==> src/rtl/cpu_ctrl_pkg.sv <==
// Shared definitions for the hardwired control sequencer: opcodes, IR layout,
// sequencer state encoding and opcode classification.
package cpu_ctrl_pkg;

  localparam logic [4:0] OP_ADD  = 5'b00011;
  localparam logic [4:0] OP_SUB  = 5'b00100;
  localparam logic [4:0] OP_AND  = 5'b00101;
  localparam logic [4:0] OP_OR   = 5'b00110;
  localparam logic [4:0] OP_SHR  = 5'b00111;
  localparam logic [4:0] OP_SHRA = 5'b01000;
  localparam logic [4:0] OP_SHL  = 5'b01001;
  localparam logic [4:0] OP_ROR  = 5'b01010;
  localparam logic [4:0] OP_ROL  = 5'b01011;
  localparam logic [4:0] OP_MUL  = 5'b01110;
  localparam logic [4:0] OP_DIV  = 5'b01111;
  localparam logic [4:0] OP_NEG  = 5'b10000;
  localparam logic [4:0] OP_NOT  = 5'b10001;
  localparam logic [4:0] OP_NOP  = 5'b11010;
  localparam logic [4:0] OP_HALT = 5'b11011;

  // IR field positions (LSB of each field)
  localparam int unsigned IR_OPC_LSB = 27;
  localparam int unsigned IR_RA_LSB  = 23;
  localparam int unsigned IR_RB_LSB  = 19;
  localparam int unsigned IR_RC_LSB  = 15;

  typedef enum logic [3:0] {
    ST_IDLE, ST_T0, ST_T1, ST_T2, ST_T3, ST_T4, ST_T5, ST_T6, ST_HALT
  } state_t;

  typedef enum logic [2:0] {
    CL_ALU3, CL_MULDIV, CL_UNARY, CL_NOP, CL_HALT, CL_ILLEGAL
  } op_class_t;

  function automatic op_class_t classify(input logic [4:0] op);
    op_class_t cls;
    case (op)
      OP_ADD, OP_SUB, OP_AND, OP_OR, OP_SHR,
      OP_SHRA, OP_SHL, OP_ROR, OP_ROL:   cls = CL_ALU3;
      OP_MUL, OP_DIV:                    cls = CL_MULDIV;
      OP_NEG, OP_NOT:                    cls = CL_UNARY;
      OP_NOP:                            cls = CL_NOP;
      OP_HALT:                           cls = CL_HALT;
      default:                           cls = CL_ILLEGAL;
    endcase
    return cls;
  endfunction

endpackage

==> src/rtl/reg_select_decoder.sv <==
// 4-bit register field to one-hot enable vector; all zero when disabled or
// when the field names a register beyond NUM_REGS.
module reg_select_decoder #(
  parameter int unsigned NUM_REGS = 16
) (
  input  logic [3:0]          field,
  input  logic                enable,
  output logic [NUM_REGS-1:0] onehot
);

  // Decode field into a single set bit
  always_comb begin
    onehot = '0;
    for (int unsigned i = 0; i < NUM_REGS; i++) begin
      if (enable && (32'(field) == i)) onehot[i] = 1'b1;
    end
  end

endmodule

==> src/rtl/control_sequencer.sv <==
// Hardwired control unit: fetch T0-T2 with a ready/timeout handshake in T1,
// then execute T3-T6 decoded from the IR opcode.
module control_sequencer
  import cpu_ctrl_pkg::*;
#(
  parameter int unsigned MEM_TIMEOUT = 15,
  parameter int unsigned NUM_REGS    = 16
) (
  input  logic                clock,
  input  logic                clear,
  input  logic                run,
  input  logic                mem_ready,
  input  logic [31:0]         ir,
  output logic                PCout,
  output logic                MARin,
  output logic                incPC,
  output logic                PCin,
  output logic                read,
  output logic                MDRin,
  output logic                MDRout,
  output logic                IRin,
  output logic                Yin,
  output logic                Zin,
  output logic                ZLowOut,
  output logic                ZHighOut,
  output logic                HIin,
  output logic                LOin,
  output logic [NUM_REGS-1:0] Rin,
  output logic [NUM_REGS-1:0] Rout,
  output logic [4:0]          opcode,
  output logic                busy,
  output logic                halted,
  output logic                illegal,
  output logic                bus_error
);

  localparam logic [7:0] TIMEOUT_LIM = 8'(MEM_TIMEOUT);

  state_t    state, state_next, end_state;
  logic [7:0] wait_cnt, wait_cnt_next;
  logic       bus_error_next;
  logic [4:0] ir_op;
  logic [3:0] ra, rb, rc, rout_sel;
  logic       rin_en, rout_en;
  op_class_t  cls;
  logic       unused_ir;

  assign ir_op     = ir[IR_OPC_LSB +: 5];
  assign ra        = ir[IR_RA_LSB +: 4];
  assign rb        = ir[IR_RB_LSB +: 4];
  assign rc        = ir[IR_RC_LSB +: 4];
  assign cls       = classify(ir_op);
  assign end_state = run ? ST_T0 : ST_IDLE;
  assign unused_ir = ^ir[IR_RC_LSB-1:0];

  // State, wait counter and sticky bus error register
  always_ff @(posedge clock) begin
    if (clear) begin
      state     <= ST_IDLE;
      wait_cnt  <= '0;
      bus_error <= 1'b0;
    end else begin
      state     <= state_next;
      wait_cnt  <= wait_cnt_next;
      bus_error <= bus_error_next;
    end
  end

  // Next-state and strobe decode from state and IR
  always_comb begin
    state_next     = state;
    wait_cnt_next  = wait_cnt;
    bus_error_next = bus_error;
    PCout = 1'b0; MARin = 1'b0; incPC = 1'b0; PCin = 1'b0; read = 1'b0;
    MDRin = 1'b0; MDRout = 1'b0; IRin = 1'b0; Yin = 1'b0; Zin = 1'b0;
    ZLowOut = 1'b0; ZHighOut = 1'b0; HIin = 1'b0; LOin = 1'b0;
    opcode   = '0;
    illegal  = 1'b0;
    rin_en   = 1'b0;
    rout_en  = 1'b0;
    rout_sel = rb;
    busy     = (state != ST_IDLE) && (state != ST_HALT);
    halted   = (state == ST_HALT);
    case (state)
      ST_IDLE: if (run) state_next = ST_T0;
      ST_T0: begin
        PCout = 1'b1; MARin = 1'b1; incPC = 1'b1; Zin = 1'b1;
        wait_cnt_next = '0;
        state_next    = ST_T1;
      end
      ST_T1: begin
        ZLowOut = 1'b1; PCin = 1'b1; read = 1'b1; MDRin = 1'b1;
        // ready in the cycle the count would expire still completes the read
        if (mem_ready) begin
          state_next = ST_T2;
        end else if (wait_cnt + 8'd1 == TIMEOUT_LIM) begin
          bus_error_next = 1'b1;
          state_next     = ST_HALT;
        end else begin
          wait_cnt_next = wait_cnt + 8'd1;
        end
      end
      ST_T2: begin
        MDRout = 1'b1; IRin = 1'b1;
        state_next = ST_T3;
      end
      ST_T3: begin
        case (cls)
          CL_ALU3, CL_MULDIV: begin
            rout_en = 1'b1; Yin = 1'b1;
            state_next = ST_T4;
          end
          CL_UNARY: begin
            rout_en = 1'b1; opcode = ir_op; Zin = 1'b1;
            state_next = ST_T4;
          end
          CL_NOP:  state_next = end_state;
          CL_HALT: state_next = ST_HALT;
          default: begin
            illegal    = 1'b1;
            state_next = end_state;
          end
        endcase
      end
      ST_T4: begin
        case (cls)
          CL_ALU3, CL_MULDIV: begin
            rout_en = 1'b1; rout_sel = rc; opcode = ir_op; Zin = 1'b1;
            state_next = ST_T5;
          end
          CL_UNARY: begin
            ZLowOut = 1'b1; rin_en = 1'b1;
            state_next = end_state;
          end
          default: state_next = end_state;
        endcase
      end
      ST_T5: begin
        case (cls)
          CL_ALU3: begin
            ZLowOut = 1'b1; rin_en = 1'b1;
            state_next = end_state;
          end
          CL_MULDIV: begin
            ZLowOut = 1'b1; LOin = 1'b1;
            state_next = ST_T6;
          end
          default: state_next = end_state;
        endcase
      end
      ST_T6: begin
        ZHighOut = 1'b1; HIin = 1'b1;
        state_next = end_state;
      end
      ST_HALT: state_next = ST_HALT;
      default: state_next = ST_IDLE;
    endcase
  end

  reg_select_decoder #(.NUM_REGS(NUM_REGS)) u_rin_dec (
    .field  (ra),
    .enable (rin_en),
    .onehot (Rin)
  );

  reg_select_decoder #(.NUM_REGS(NUM_REGS)) u_rout_dec (
    .field  (rout_sel),
    .enable (rout_en),
    .onehot (Rout)
  );

endmodule

==> config.mk <==
export PLATFORM = sky130hd
export DESIGN_NAME = control_sequencer
export DESIGN_NICKNAME = d
export VERILOG_FILES = /design/src/rtl/cpu_ctrl_pkg.sv /design/src/rtl/reg_select_decoder.sv /design/src/rtl/control_sequencer.sv
export SDC_FILE = /design/constraint.sdc
export NUM_CORES = 1
export LEC_CHECK = 0
export ABC_AREA = 1
export CAP_MARGIN = 20
export CORE_MARGIN = 4
export CORE_UTILIZATION = 39
export DETAILED_ROUTE_END_ITERATION = 8
export GPL_ROUTABILITY_DRIVEN = 0
export PLACE_DENSITY = 0.82
export SYNTH_ARGS = -nofsm -noshare
export SYNTH_HDL_FRONTEND = slang
export SYNTH_SLANG_ARGS = --single-unit
export TNS_END_PERCENT = 30
==> constraint.sdc <==
create_clock -name clock -period 1.8 [get_ports clock]
set_input_delay 0.27 -clock clock [delete_from_list [all_inputs] [get_ports clock]]
set_output_delay 0.27 -clock clock [all_outputs]
set_load 0.02 [all_outputs]
### Yosys cells after proc, flatten, opt, wreduce, memory -nomap -nowiden

Memory sizes are Yosys's and may differ from the RTL's.
Index checks and enable logic that the tools add are counted.

* reduce and logical (&&, ||, !) cells: 45
* equality and inequality tests: 48
* muxes and demuxes: 65
* bitwise gates (word level): 1
* add/sub/neg operators: 1

Operators with widths (number)
* $eq 4x4->1 const B: 17
* $eq 4x3->1 const B: 12
* $mux 1: 46
* $pmux 4 s9: 1
* $logic_and 1x1->1: 33
* $eq 4x2->1 const B: 6
* $mux 4: 5
* $mux 8: 2
* $pmux 8 s2: 1
* $eq 4x1->1 const B: 3
* $logic_not 4->1: 3
* $mux 5: 2
* $pmux 5 s2: 1
* $add 8x1->8 const B: 1
* $eq 8x4->1 const B: 1
* $pmux 4 s2: 1
* $eq 3x2->1 const B: 2
* $mux 3: 2
* $ne 2x2->1 const B: 3
* $pmux 1 s3: 2
* $reduce_and 3->1: 2
* $reduce_or 5->1: 1
* $ne 4x4->1 const B: 1
* $pmux 1 s2: 2
* other kinds (10): 10

* bits in registers: 13
* input port bits: 36
* memories: 1
* output and inout bits: 55
* word-level logic and storage cells: 164
* bits in read-only memories: 96

Memories
* (name not given): depth 32, width 3, rd ports 1, clocked after Yosys merged registers in 0, wr ports 0, line cpu_ctrl_pkg.sv:37 `case (op)`

### Longest topological paths before layout

Gate-level depths: netlist of run 1.
An unclocked memory read counts as a cell.

* word-level depth: 8
* depth in mapped cells: 13
* gate-level depth less buffers: 12

### Hierarchy

From an unflattened synthesis of run 1, not the netlist that was laid out.

* cell total of the unflattened synthesis: 300
* area, all modules: 1587.8 um^2

Modules (own cells, without submodules)
* control_sequencer: cells an instance 234, area an instance 1307.5 um^2, instances 1, sequential area each 260.2 um^2
* reg_select_decoder: cells an instance 33, area an instance 140.1 um^2, instances 2, sequential area each 0.0 um^2

### Worst setup path after synthesis of run 1

No wires, ideal clock.

* path kind: flip-flop to output port
* start point: register state[3]
* end point: output Zin
* data arrival time: 1.580 ns
* path slack: -0.050 ns
* stages on the path, launching flop included: 7
* path buffers: 1
* data required time: 1.530 ns
* path through: dfxtp_1 -> nor2_1 -> inv_1 -> nor3_2 -> clkinv_1 -> buf_2 -> nand2_1

* cells in the longest elaborated chain, start to end: 2
* elaborated cells between the ends (all ways): 4
* classes of those cells: eq/ne: 3; mux: 1

Ends and longest elaborated chain
* from (decl): line control_sequencer.sv:39 `state_t state, state_next, end_state;`
* from (signal assigned): line control_sequencer.sv:63 `state <= state_next;`
* $eq 4x3->1 / $eq 4x1->1 (equally long branches): line control_sequencer.sv:84 `case (state)`
* $pmux 1 s3 *: line control_sequencer.sv:84
* to (decl): line control_sequencer.sv:23 `output logic Zin,`

Mark *: on every way between the ends. The rest lies on a longest branch, timed or not.

### Worst setup path in the final report of run 1

* start point: register state[3]
* end point: output Rout[8]

* cells in the longest elaborated chain, start to end: 5
* elaborated cells between the ends (all ways): 7
* classes of those cells: eq/ne: 3; mux: 3; reduce/logical: 1

Ends and longest elaborated chain
* $eq 4x3->1: line control_sequencer.sv:84
* $mux 4: line control_sequencer.sv:84
* $eq 4x4->1: line reg_select_decoder.sv:15 `if (enable && (32'(field) == i)) onehot[i] = 1'b1;`
* $logic_and 1x1->1 *: line reg_select_decoder.sv:15
* $mux 1 *: line reg_select_decoder.sv:15
* to (decl): line control_sequencer.sv:29 `output logic [NUM_REGS-1:0] Rout,`

Marks and branches as above.

==> results.txt, run 1 <==
Hold WC Path Type: flop to flop
Final nets: 450
Layout area overhead: 86.1%
worst reg2reg startpoint: state[3]
number of warnings issued by yosys: 0
1st-pass router iterations: 5
part of the Yosys area used for sequential elements: 16.3%
result of the run: complete, but fails checks
category of the most critical setup path: flop to primary output
TritonCTS clock tree: yes
Clock Latency Late Sink: 0.25 ns
wire length of the first global-routing pass: 9490 um
Worst slew margin: 77.5%
Vert. Die Dim: 72.0 um
area taken by multi-input logic gates: 1370 sq um
critical path launch point type: flop
number of nets in the synthesized netlist: 328
Final min period: 2.10 ns
number of DRC violations after detailed-routing iteration 0: 144
Crit. Startpoint: state[3]
endpoints failing hold: 0
H-tree level count: 1
worst reg2reg setup slack: -0.05 ns
post-route core utilization: 78.2%
RSZ-0062 raised after global routing: yes
maximum buffer depth of the clock tree: 2
overall fraction of global-route tracks in use: 21.8%
post-route total power: 2.60 mW
leakage power figure: 1.44 nW
final-report max-slew violation count: 0
pin count of the biggest net entering global routing: 18
count of final setup violators: 42
clock root cell: sky130_fd_sc_hd__clkbuf_8
Worst Skew: 0.00612 ns
via count normalized by instance count: 5.21
Clock Sink Count: 13
top-level I/O count: 91
final critical-path setup slack: -0.300 ns
die area: 5180 sq um
Post-Synthesis Cell Area: 1600 sq um
vias in the first global route: 2118
max_cap viols: 0
total wirelength of the detailed-routed design: 6780 um
number of cell instances on the worst register-to-register path: 9
CP Data Arrival Time: 1.83 ns
share of cells above drive strength 1: 49.1%
cell row count: 22
cells taking the most area after synthesis: sky130_fd_sc_hd__nor2_1 17%, sky130_fd_sc_hd__dfxtp_1 16%, sky130_fd_sc_hd__nand2_1 14%
cell accounting for the most synthesized area: sky130_fd_sc_hd__nor2_1
kind of end point of the critical path: primary output
antenna violations before repair: 0
area used by sequential logic in the layout: 265 sq um
number of distinct library cell variants in the gate-level netlist after synthesis: 30
slew at the pin closest to its max-slew limit: 0.335 ns
via count: 2391
area of the core: 3800 sq um
Critical R2R Capture: state[3]
Crit Path Max Fanout: 6
Initial Utilization: 42.0%
fmax: 0.476 GHz
total negative setup slack: -5.10 ns
ANT cells: 0
total of buffers placed on input and output ports: 75
share of Yosys cell area claimed by the top area cell type: 17.2%
number of routed nets with antenna violations: 0
wire per inst: 14.8 um
failing checks: setup timing
Worst Path Required: 1.53 ns
Fillers: 272
Clock Pin Slew Worst Setup and Hold Paths: 0.06 ns
mean cell area of the mapped netlist: 5.50 sq um
synthesized flop and latch total: 13
floorplan die width: 72.0 um
ratio of final minimum period to clock period: 117%
DRC violation count after routing: 0
Mapped Cells: 290
Remaining Overflow, GRT: 0
half-perimeter wire length of the detailed placement result: 4140 um
cts bufs inserted: 3
highest ir drop seen on vdd: 1.17 mV
destination of the critical timing path: Rout[8]
Power Dens Cells: 875 nW/um^2
[critical path: stages, from the launching register on]
cell and delay [ns]:
sky130_fd_sc_hd__dfxtp_2 0.32, sky130_fd_sc_hd__inv_2 0.07, sky130_fd_sc_hd__nand2_4 0.06, sky130_fd_sc_hd__inv_4 0.06
sky130_fd_sc_hd__nand3_4 0.08, sky130_fd_sc_hd__clkinv_4 0.10, sky130_fd_sc_hd__nand2_8 0.10, sky130_fd_sc_hd__o21ai_4 0.28
sky130_fd_sc_hd__nand3_2 0.15, sky130_fd_sc_hd__nor2_1 0.18, sky130_fd_sc_hd__buf_4 0.17
[layer usage]
metal | vias to the layer above | track usage [%] | part of all wire, %
li1 | 1145 | - | -
met1 | 1090 | 28.7 | 39
met2 | 134 | 37.4 | 51
met3 | 22 | 2.91 | 7.2
met4 | 0 | 5.64 | 2.9
met5 | - | 0 | 0
[placed cells by master, fill, tap and decap left out, types with 5 or more instances in the layout]
master                            Yosys  layout
sky130_fd_sc_hd__a21oi_1             11      11
sky130_fd_sc_hd__buf_4                6      77
sky130_fd_sc_hd__buf_6                1      12
sky130_fd_sc_hd__clkbuf_2             0       9
sky130_fd_sc_hd__clkdlybuf4s15_2      0       5
sky130_fd_sc_hd__clkdlybuf4s50_1      0      16
sky130_fd_sc_hd__dfxtp_1             13       9
sky130_fd_sc_hd__inv_1               42      31
sky130_fd_sc_hd__inv_2                6      12
sky130_fd_sc_hd__nand2_1             60      51
sky130_fd_sc_hd__nand2_2              6      10
sky130_fd_sc_hd__nand2_4              6      10
sky130_fd_sc_hd__nand3_1             32      24
sky130_fd_sc_hd__nand3_4              0       7
sky130_fd_sc_hd__nand4_1              6       6
sky130_fd_sc_hd__nor2_1              73      47
sky130_fd_sc_hd__nor2_2               1      21
sky130_fd_sc_hd__nor2_4               0       6
[stage by stage]
step	cell area [sq um]	hold slack [ns]	instances	setup WS, ns
after detailed placement	2650	0.469	446	-0.987
after floorplan	1600	0.339	290	0.0537
final	2970	0.505	459	-0.300
after global routing	2970	0.547	459	-0.375
after global placement	2650	0.457	446	-0.927
after CTS	2750	0.496	453	-0.223
[sequential cells by signal (all words and copies together) (netlist names)]
name	count
state	4
wait_cnt	8
bus_error	1
[cell usage after synthesis (all sizes together)]
library cell and instances:
a31oi 1, o211ai 1, buf 9, nor2 74, o21ai 9, nand3 35, o21a 1, clkbuf 1
inv 48, a21oi 11, nand2 72, nor3 2, or2 2, ha 2, nand4 7, clkinv 2
dfxtp 13
[how the worst min path moves through the flow]
stage / slack [ns] / startpoint / cells past startpoint / end
floorplan: 0.34 / clear / 1 / state[2]
global placement: 0.46 / bus_error / 1 / bus_error
detailed placement: 0.47 / bus_error / 1 / bus_error
CTS: 0.50 / bus_error / 1 / bus_error
global route: 0.55 / bus_error / 1 / bus_error
finish: 0.51 / bus_error / 1 / bus_error
[report_power, final]
group / total [mW] / internal (mW) / leakage [nW] / switching, mW
clock: 0.269 / 0.157 / 0.0228 / 0.113
combinational: 1.79 / 0.725 / 1.31 / 1.06
sequential: 0.544 / 0.411 / 0.108 / 0.132
total: 2.60 / 1.29 / 1.44 / 1.31
[layout make-up]
class | count | share of cell area (%)
multi-input combinational | 218 | 46.2
timing repair buffer | 126 | 34.4
sequential | 13 | 8.93
inverter | 50 | 6.91
clock buffer | 4 | 1.52
tap | 48 | 2.02
[cell families (layout without fill, tap and decap cells)]
group                      after synthesis  count (layout)  share of synthesized area (%)
AOI/OAI and AO/OA                       23              23                           9.96
adders and majority gates                2               2                           1.57
buffers and inverters                   60             180                           17.1
DFF                                     13              13                           16.3
and+or+nand+nor                        192             193                           55.1
[repair_timing]
item	4_1_cts	5_1_grt
hold buffers	0	0
resized for setup	257	100
pin swaps	14	21
setup endpoints to repair	55	63
cloned	1	0
setup buffers	2	6
hold endpoints to repair	0	0
No activity file was read; power rests on OpenSTA's default activity.
==> inputs of run 2 (changes only) <==
--- a/config.mk
+++ b/config.mk
@@ -12,6 +12,7 @@
 export DETAILED_ROUTE_END_ITERATION = 8
 export GPL_ROUTABILITY_DRIVEN = 0
 export PLACE_DENSITY = 0.82
+export SLEW_MARGIN = 0
 export SYNTH_ARGS = -nofsm -noshare
 export SYNTH_HDL_FRONTEND = slang
 export SYNTH_SLANG_ARGS = --single-unit
==> results of run 2 <==
No change in the layout: final DEF, timing and power equal those of run 1.
